### src/rtl/blob_motion_ctrl_if.sv
// Bus between hit detection / video timing and the blob position controller.
// Inputs to the controller: hcount, vcount (raster position), hit strobe, hit_dir.
// Outputs from the controller: x, y (blob top-left), state, frame_tick.
interface blob_motion_ctrl_if;
  logic [10:0] hcount;
  logic [9:0]  vcount;
  logic        hit;
  logic [1:0]  hit_dir;
  logic [10:0] x;
  logic [9:0]  y;
  logic [1:0]  state;
  logic        frame_tick;

  // master: timing generator / hit detector side; slave: the controller
  modport master (
    output hcount, vcount, hit, hit_dir,
    input  x, y, state, frame_tick
  );
  modport slave (
    input  hcount, vcount, hit, hit_dir,
    output x, y, state, frame_tick
  );
endinterface

### src/rtl/blob_motion_ctrl.sv
// Blob position controller: launch on drum hit, bounce off edges for MOVE_FRAMES frames, glide home.
// Latency: x/y/state/frame_tick change only on the frame-event edge (hcount==0, first blanking line).
// Backpressure: none; hits between frames collapse into one pending request, latest direction wins.
// Ports: pixel_clk (only clock), reset_n (async active-low), bus (slave modport):
//   in hcount[10:0], vcount[9:0], hit, hit_dir[1:0] ([1]=left, [0]=up);
//   out x[10:0], y[9:0], state[1:0] (00 idle, 01 move, 10 return), frame_tick.
module blob_motion_ctrl #(
  parameter int WIDTH       = 320,
  parameter int HEIGHT      = 240,
  parameter int SCREEN_W    = 1024,
  parameter int SCREEN_H    = 768,
  parameter int HOME_X      = 352,
  parameter int HOME_Y      = 264,
  parameter int STEP        = 8,
  parameter int MOVE_FRAMES = 60
) (
  input logic               pixel_clk,
  input logic               reset_n,
  blob_motion_ctrl_if.slave bus
);

  typedef enum logic [1:0] {
    ST_IDLE   = 2'b00,
    ST_MOVE   = 2'b01,
    ST_RETURN = 2'b10
  } state_t;

  localparam logic [11:0]        X_MAX    = 12'(SCREEN_W - WIDTH);
  localparam logic [11:0]        Y_MAX    = 12'(SCREEN_H - HEIGHT);
  localparam logic [10:0]        HOME_X11 = 11'(HOME_X);
  localparam logic [9:0]         HOME_Y10 = 10'(HOME_Y);
  localparam logic [11:0]        HOME_X12 = {1'b0, HOME_X11};
  localparam logic [11:0]        HOME_Y12 = {2'b00, HOME_Y10};
  localparam logic [11:0]        STEP12   = 12'(STEP);
  localparam logic signed [12:0] STEP13   = 13'(STEP);
  localparam logic [9:0]         V_FE     = 10'(SCREEN_H);
  localparam logic [7:0]         MOVE_CNT = 8'(MOVE_FRAMES);

  // One bouncing step along an axis. Returns {flip, new_pos}; the signed
  // intermediate lets an overshoot past either edge be clamped, not wrapped.
  function automatic logic [12:0] bounce(input logic [11:0] pos, input logic neg,
                                         input logic [11:0] lim);
    logic signed [11:0] nxt;
    nxt = neg ? ($signed(pos) - $signed(STEP12)) : ($signed(pos) + $signed(STEP12));
    if (nxt < 12'sd0)
      return {1'b1, 12'd0};
    else if (nxt > $signed(lim))
      return {1'b1, lim};
    else
      return {1'b0, nxt};
  endfunction

  // Move toward home by STEP, snapping once the remaining distance is within STEP.
  function automatic logic [11:0] approach(input logic [11:0] pos, input logic [11:0] home);
    logic signed [12:0] d;
    d = $signed({1'b0, home}) - $signed({1'b0, pos});
    if (d > STEP13)
      return pos + STEP12;
    else if (d < -STEP13)
      return pos - STEP12;
    else
      return home;
  endfunction

  state_t      state_q, state_d;
  logic [10:0] x_q, x_d;
  logic [9:0]  y_q, y_d;
  logic [1:0]  dir_q, dir_d;
  logic        pending_q, pending_d;
  logic [7:0]  cnt_q, cnt_d;
  logic        tick_q, tick_d;

  logic        fe;
  logic        hit_now;
  logic [1:0]  load_dir;
  logic [12:0] step_x, step_y;
  logic [11:0] home_x, home_y;
  logic        unused_bits;

  assign fe       = (bus.hcount == 11'd0) && (bus.vcount == V_FE);
  assign hit_now  = pending_q | bus.hit;
  // A hit landing on the frame edge itself overrides the pending direction.
  assign load_dir = bus.hit ? bus.hit_dir : dir_q;

  assign step_x = bounce({1'b0, x_q}, dir_q[1], X_MAX);
  assign step_y = bounce({2'b00, y_q}, dir_q[0], Y_MAX);
  assign home_x = approach({1'b0, x_q}, HOME_X12);
  assign home_y = approach({2'b00, y_q}, HOME_Y12);
  // Upper bits are always zero after clamping to the screen.
  assign unused_bits = ^{step_x[11], step_y[11:10]};

  always_ff @(posedge pixel_clk or negedge reset_n) begin
    if (!reset_n) begin
      state_q   <= ST_IDLE;
      x_q       <= HOME_X11;
      y_q       <= HOME_Y10;
      dir_q     <= 2'b00;
      pending_q <= 1'b0;
      cnt_q     <= 8'd0;
      tick_q    <= 1'b0;
    end else begin
      state_q   <= state_d;
      x_q       <= x_d;
      y_q       <= y_d;
      dir_q     <= dir_d;
      pending_q <= pending_d;
      cnt_q     <= cnt_d;
      tick_q    <= tick_d;
    end
  end

  always_comb begin
    state_d   = state_q;
    x_d       = x_q;
    y_d       = y_q;
    dir_d     = dir_q;
    pending_d = pending_q;
    cnt_d     = cnt_q;
    tick_d    = 1'b0;
    if (!fe) begin
      if (bus.hit) begin
        pending_d = 1'b1;
        dir_d     = bus.hit_dir;
      end
    end else begin
      tick_d    = 1'b1;
      pending_d = 1'b0;
      if (hit_now) begin
        // Launch or relaunch: reload direction and frame budget, hold position this frame.
        state_d = ST_MOVE;
        dir_d   = load_dir;
        cnt_d   = MOVE_CNT;
      end else begin
        case (state_q)
          ST_MOVE: begin
            x_d   = step_x[10:0];
            y_d   = step_y[9:0];
            dir_d = dir_q ^ {step_x[12], step_y[12]};
            cnt_d = cnt_q - 8'd1;
            if (cnt_q == 8'd1)
              state_d = ST_RETURN;
          end
          ST_RETURN: begin
            x_d = home_x[10:0];
            y_d = home_y[9:0];
            if ((home_x == HOME_X12) && (home_y == HOME_Y12))
              state_d = ST_IDLE;
          end
          ST_IDLE: ;
          default: state_d = ST_IDLE;
        endcase
      end
    end
  end

  assign bus.x          = x_q;
  assign bus.y          = y_q;
  assign bus.state      = state_q;
  assign bus.frame_tick = tick_q;

endmodule
### src/flat_wrapper.sv
// flat-port wrapper written by rule: the top's interface ports become plain ports
module blob_motion_ctrl_flat 
#(
  parameter int WIDTH       = 320,
  parameter int HEIGHT      = 240,
  parameter int SCREEN_W    = 1024,
  parameter int SCREEN_H    = 768,
  parameter int HOME_X      = 352,
  parameter int HOME_Y      = 264,
  parameter int STEP        = 8,
  parameter int MOVE_FRAMES = 60
)
  (pixel_clk, reset_n, bus_hcount, bus_vcount, bus_hit, bus_hit_dir, bus_x, bus_y, bus_state, bus_frame_tick);
  blob_motion_ctrl_if bus_i ();
  input logic pixel_clk;
  input logic reset_n;
  input wire logic [$bits(bus_i.hcount)-1:0] bus_hcount;
  input wire logic [$bits(bus_i.vcount)-1:0] bus_vcount;
  input wire logic [$bits(bus_i.hit)-1:0] bus_hit;
  input wire logic [$bits(bus_i.hit_dir)-1:0] bus_hit_dir;
  output wire logic [$bits(bus_i.x)-1:0] bus_x;
  output wire logic [$bits(bus_i.y)-1:0] bus_y;
  output wire logic [$bits(bus_i.state)-1:0] bus_state;
  output wire logic [$bits(bus_i.frame_tick)-1:0] bus_frame_tick;
  assign bus_i.hcount = bus_hcount;
  assign bus_i.vcount = bus_vcount;
  assign bus_i.hit = bus_hit;
  assign bus_i.hit_dir = bus_hit_dir;
  assign bus_x = bus_i.x;
  assign bus_y = bus_i.y;
  assign bus_state = bus_i.state;
  assign bus_frame_tick = bus_i.frame_tick;
  blob_motion_ctrl #(.WIDTH(WIDTH), .HEIGHT(HEIGHT), .SCREEN_W(SCREEN_W), .SCREEN_H(SCREEN_H), .HOME_X(HOME_X), .HOME_Y(HOME_Y), .STEP(STEP), .MOVE_FRAMES(MOVE_FRAMES)) u_core (.pixel_clk(pixel_clk), .reset_n(reset_n), .bus(bus_i));
endmodule
### config.mk
export PLATFORM = sky130hd
export DESIGN_NAME = blob_motion_ctrl_flat
export DESIGN_NICKNAME = d
export VERILOG_FILES = /design/src/rtl/blob_motion_ctrl_if.sv /design/src/rtl/blob_motion_ctrl.sv /design/src/flat_wrapper.sv
export SDC_FILE = /design/constraint.sdc
export NUM_CORES = 1
export LEC_CHECK = 0
export CORE_ASPECT_RATIO = 0.9
export CORE_MARGIN = 4
export CORE_UTILIZATION = 40
export CTS_CLUSTER_SIZE = 12
export DETAILED_ROUTE_END_ITERATION = 16
export PLACE_DENSITY = 0.63
export SKIP_LAST_GASP = 1
export SLEW_MARGIN = 20
export SYNTH_ARGS = -nofsm -noshare
export SYNTH_HDL_FRONTEND = slang
export SYNTH_SLANG_ARGS = --single-unit
### constraint.sdc
create_clock -name pixel_clk -period 3.4 [get_ports pixel_clk]
set_clock_uncertainty 0.15 [all_clocks]
set_input_delay 0.51 -clock pixel_clk [delete_from_list [all_inputs] [get_ports pixel_clk]]
set_output_delay 0.51 -clock pixel_clk [all_outputs]
set_load 0.05 [all_outputs]
# Word level (Yosys, flattened, before mapping)
# Cells that the tools add are included.
[totals]
ramBits = 0
register_bits = 35
n_memories = 0
mem_bits_ro = 0
latch_bits = 0
in_bits = 26
output_inout_bits = 24
[classes]
n_reduce_logical = 10
bitwise = 3
addsub = 11
shift = 0
div_mod_pow = 0
mul = 0
eq_ne = 10
order_cmp = 8
muxes = 25
[op_table]
columns = ["op", "count"]
rows = [
  ["12-bit 2-to-1 mux", 6],
  ["13-bit 2-to-1 mux", 4],
  ["13-bit by 5-bit > comparator with 1-bit output (second input constant)", 2],
  ["13-bit by 4-bit < comparator with 1-bit output (second input constant)", 2],
  ["11-bit by 4-bit adder with 12-bit output (second input constant)", 2],
  ["12-bit by 9-bit == test with 1-bit output (second input constant)", 2],
  ["12-bit by 11-bit > comparator with 1-bit output (second input constant)", 2],
  ["12-bit by 1-bit < comparator with 1-bit output (second input constant)", 2],
  ["11-bit by 4-bit subtractor with 12-bit output (second input constant)", 2],
  ["10-bit by 4-bit adder with 11-bit output (second input constant)", 2],
  ["11-bit case mux with 2 select lines", 1],
  ["10-bit by 4-bit subtractor with 11-bit output (second input constant)", 2],
  ["10-bit case mux with 2 select lines", 1],
  ["8-bit 2-to-1 mux", 2],
  ["2-bit 2-to-1 mux", 7],
  ["9-bit by 11-bit subtractor with 12-bit output (first input constant)", 1],
  ["11-bit logical NOT", 1],
  ["9-bit by 10-bit subtractor with 11-bit output (first input constant)", 1],
  ["10-bit == test (second input constant)", 1],
  ["8-bit by 1-bit == test with 1-bit output (second input constant)", 1],
  ["8-bit by 1-bit subtractor with 8-bit output (second input constant)", 1],
  ["3-bit by 1-bit != test with 1-bit output (second input constant)", 2],
  ["2-bit case mux with 3 select lines", 1],
  ["2-bit nonzero test", 3],
  ["13 further kinds", 16],
]

# Depth between registers and ports, before layout
[logic_depth]
ltp_word = 9
mapped_depth = 12
mapped_depth_nobuf = 10

# Worst setup path before layout
# OpenSTA, ideal clock, no wires.
[synth_path]
kind = "register to register"
from = "register u_core.x_q[3], in the netlist u_core.bus.x[3]"
to = "register u_core.state_q[1], in the netlist u_core.bus.state[1]"
path_buffers = 1
path_slack_ns = -0.224
arrival_ns = 3.349
synth_period_minus_slack_ns = 3.624
stages_incl_launch_ff = 12
required_ns = 3.125
setup_time_ns = 0.125
cell_sequence = "dfrtp_1 clkbuf_1 inv_1 ha_1 nor4b_2 or4_1 nand4b_1 o31ai_1 a32oi_1 o211ai_1 o41ai_2 mux2_4"
[synth_via]
elab_chain_len = 8
[synth_lines]
columns = ["element", "line", "rtl"]
rows = [
  ["from (decl)", "blob_motion_ctrl.sv:66", "logic [10:0] x_q, x_d;"],
  ["from (signal assigned)", "blob_motion_ctrl.sv:95", "x_q <= HOME_X11;"],
  ["from (signal assigned)", "blob_motion_ctrl.sv:103", "x_q <= x_d;"],
  ["9-bit by 11-bit subtractor with 12-bit output", "blob_motion_ctrl.sv:56", "d = $signed({1'b0, home}) - $signed({1'b0, pos});"],
  ["13-bit by 4-bit < comparator with 1-bit output", "blob_motion_ctrl.sv:59", "else if (d < -STEP13)"],
  ["12-bit 2-to-1 mux", "blob_motion_ctrl.sv:59", ""],
  ["12-bit 2-to-1 mux (*)", "blob_motion_ctrl.sv:57", "if (d > STEP13)"],
  ["12-bit by 9-bit == test with 1-bit output (*)", "blob_motion_ctrl.sv:146", "if ((home_x == HOME_X12) && (home_y == HOME_Y12))"],
  ["1-bit logical AND (*)", "blob_motion_ctrl.sv:146", ""],
  ["3-bit by 1-bit != test with 1-bit output (no line) (*)", "n/a", ""],
  ["4-bit AND reduction (no line) (*)", "n/a", ""],
  ["to (signal assigned)", "blob_motion_ctrl.sv:102", "state_q <= state_d;"],
  ["to (decl)", "blob_motion_ctrl.sv:65", "state_t state_q, state_d;"],
]
# Every way passes the cells marked *; elsewhere a longest branch is shown, timed or not.
# A chain may end at the register's enable or synchronous reset.

# Final worst setup path
# Ends and elaborated chain as after synthesis.

==> flow_summary.json <==
{
  "end_kind": "flip-flop",
  "worst_slew_pin_slew_ns": 0.801,
  "drv_cap": 0,
  "slew_headroom_pct": 46.6,
  "fin_hold_ws_ns": 0.153,
  "pwr-share-seq_pct": 51.5,
  "num_rows": 30,
  "rr_startpoint": "u_core.bus.x[3]",
  "wl_um": 9390,
  "intPower_mw": 0.639,
  "io_pins": 50,
  "antenna_cells": 0,
  "hpwl_um": 7000,
  "grt_use_total_pct": 19.8,
  "synth.distinct_cells": 72,
  "final_cells": 559,
  "switching_share_pct": 22.6,
  "grt-ovfl-total": 0,
  "leakage_nw": 1.68,
  "synthTopCellsByArea": "dfrtp_1, xnor2_1, a21oi_1, ha_1, dfstp_2",
  "path_class": "flip-flop to flip-flop",
  "worstPathMaxFanout": 4,
  "core_region_area_um2": 7690,
  "area_growth_pct": 28.9,
  "htreeDepth": 2,
  "setup_ws_ns": 0.106,
  "fillers": 725,
  "power_density_nw_per_um2": 199,
  "period_share_pct": 96.9,
  "post_drt_wl_per_cell_um": 16.8,
  "multi_input_area_um2": 2240,
  "worstPathArrival_ns": 3.32,
  "r2r_slack_ns": 0.11,
  "antenna_found_initial": 0,
  "die_h_um": 93.2,
  "required_ns": 3.42,
  "place_congestion": 0.901,
  "ys_seq_area_share_pct": 27.4,
  "min_path_type": "primary input to async pin",
  "die-area_um2": 9560,
  "max-vdd-ir-drop_mv": 0.114,
  "cts_root_buffer": "clkbuf_8",
  "syn_inst": 400,
  "async_flop_share_pct": 100,
  "maxSlewViolCount": 0,
  "ys_warn_count": 0,
  "vias": 3368,
  "syn_nets": 438,
  "ys_ff_latch": 35,
  "status": "completed",
  "drt_iter0_markers": 253,
  "combinationalPowerShare_pct": 7.3,
  "drtPass1Iterations": 5,
  "worst_setup_path_start_kind": "flip-flop",
  "cts_buffers": 5,
  "cts_tree": "done",
  "drtAntennaViolNets": 0,
  "start_util_pct": 41.9,
  "fmax_ghz": 0.304,
  "syn_avg_cell_area_um2": 8.06,
  "reg2reg_to": "u_core.bus.state[1]",
  "synth_edf_count": 0,
  "layout-drive-gt1-share_pct": 17.7,
  "finalHoldViolations": 0,
  "vias_per_cell": 6.03,
  "io_buffer_count": 49,
  "dp.cells": 547,
  "finalCriticalPeriod_ns": 3.29,
  "p_clk_share_pct": 41.2,
  "reg2regPathDepth": 10,
  "cts_buffer_depth": 2,
  "switchingPower_mw": 0.187,
  "setup_viol": 0,
  "clk_pin_slew_ns": 0.08,
  "synth.top_cell.area_share_pct": 23.3,
  "dpl_worst_slack_ns": -0.0970,
  "grt_pass1_wl_um": 15400,
  "grt_pass1_vias": 3247,
  "synth_ff_type": "dfrtp_1",
  "fp.dieW_um": 103,
  "clock_latency_ns": 0.29,
  "grt_start_max_net_pins": 36,
  "syn_area_um2": 3220,
  "cts.sinks": 35,
  "synth_top_area_cell": "dfrtp_1",
  "final_nets": 500,
  "regArea_um2": 890,
  "drc_errors": 0
}
[metal layers]
layer / wire length [um] / vias up / global-route usage [%] / share of wire [%]
met4: 78 / 0 / 5.25 / 0.83
met1: 4470 / 1598 / 29.0 / 48
li1: - / 1616 / - / -
met5: 0 / - / 0 / 0
met3: 639 / 8 / 3.06 / 6.8
met2: 4210 / 146 / 30.1 / 45
[cells by family after synthesis]
group	synth area share (%)
muxes	3.76
xor gates and xnor gates	6.52
buffers and inverters	5.74
and+or+nand+nor	27.6
adders and majority gates	4.66
AOI/OAI and AO/OA	24.4
DFF	27.4
[worst max-delay path by stage]
stage,start,endpoint,slack (ns),depth (start not counted)
after floorplan,u_core.bus.y[4],u_core.bus.state[1],0.004,11
after global placement,u_core.bus.y[3],u_core.bus.state[1],-0.004,9
after detailed placement,u_core.bus.y[3],u_core.bus.state[1],-0.1,9
after CTS,u_core.bus.y[3],u_core.bus.state[1],0.03,9
after global routing,u_core.bus.x[4],u_core.bus.state[1],-0.01,10
final,u_core.bus.x[3],u_core.bus.state[1],0.11,10
[Yosys cell counts, types with 3 or more instances]
cell type and count:
a211oi_1 4, o22ai_1 3, mux2i_1 5, buf_1 3, xnor2_1 20, buf_2 7
a31oi_1 6, o31ai_1 5, o21a_1 4, o21ai_0 22, nor3_2 3, a22oi_1 6
nor2b_1 4, and3_1 3, nor3b_1 7, nor2_1 30, inv_1 18, nand3_1 11
nand2_1 31, nor4b_1 5, ha_1 12, nand4b_1 3, a221oi_1 3, clkbuf_1 16
xor2_1 4, dfstp_2 5, and2_1 7, mux2_2 5, o211ai_1 6, nand4_1 3
dfrtp_1 30, or3_1 6, nor3_1 18, nor4_1 8, a21oi_1 30
[registers in the layout (all words and copies together), names as in the netlist]
signal and flops:
u_core.bus.frame_tick 1, u_core.dir_q 2, u_core.bus.y 10, u_core.bus.x 11, u_core.pending_q 1, u_core.bus.state 2
u_core.cnt_q 8
[power by group through the flow]
stage	clock [mW]	sequential, mW	combinational, mW
floorplan	0	0.427	0.0244
global placement	0	0.433	0.0605
detailed placement	0	0.433	0.0612
CTS	0.350	0.425	0.0614
global route	0.365	0.426	0.0669
finish	0.341	0.425	0.0604
[repair_timing]
item / 4_1_cts / 5_1_grt
pin swaps: 0 / 6
resized for setup: 2 / 14
endpoints found under the setup margin: 1 / 2
cloned: 0 / 0
hold buffers: 0 / 0
hold endpoints to repair: 0 / 0
setup buffers: 0 / 4
[cells in the final DEF, fill, tap and decap left out, types with 5 or more instances in the layout]
cell type / count
clkdlybuf4s50_1: 48
buf_4: 33
nand2_1: 31
nor2_1: 30
a21oi_1: 30
dfrtp_1: 27
o21ai_0: 22
xnor2_1: 20
nor3_1: 18
inv_1: 15
nand3_1: 11
ha_1: 10
nor4_1: 8
and2_1: 7
clkbuf_8: 7
a31oi_1: 6
o211ai_1: 6
a22oi_1: 6
or3_1: 6
mux2i_1: 5
nor3b_1: 5
mux2_2: 5
[through the flow]
step                utilization, %  setup TNS, ns  total power [mW]  area, um2
floorplan                        -              0             0.452       3270
global placement              51.2       -0.00429             0.493       3940
detailed placement            51.2        -0.0970             0.494       3940
CTS                           52.7              0             0.837       4050
global route                  54.0        -0.0112             0.857       4160
finish                        54.0              0             0.826       4160
[area by class of cell]
type,count,share of cell area (%)
well taps,96,2.89
clock buffers,8,2.41
repair buffers,82,17.6
inverters,18,1.69
multi-input cells,320,54.0
flip-flops and latches,35,21.4
[worst max-delay path: stages, from the launching register on]
cell,delay (ns)
dfrtp_2,0.43
inv_4,0.09
ha_4,0.16
or3b_4,0.42
or4_4,0.44
a21oi_2,0.15
nand4_1,0.17
a2111oi_2,0.34
o2111ai_1,0.18
o41ai_2,0.32
mux2_4,0.33
(Power assumes the default switching activity.)
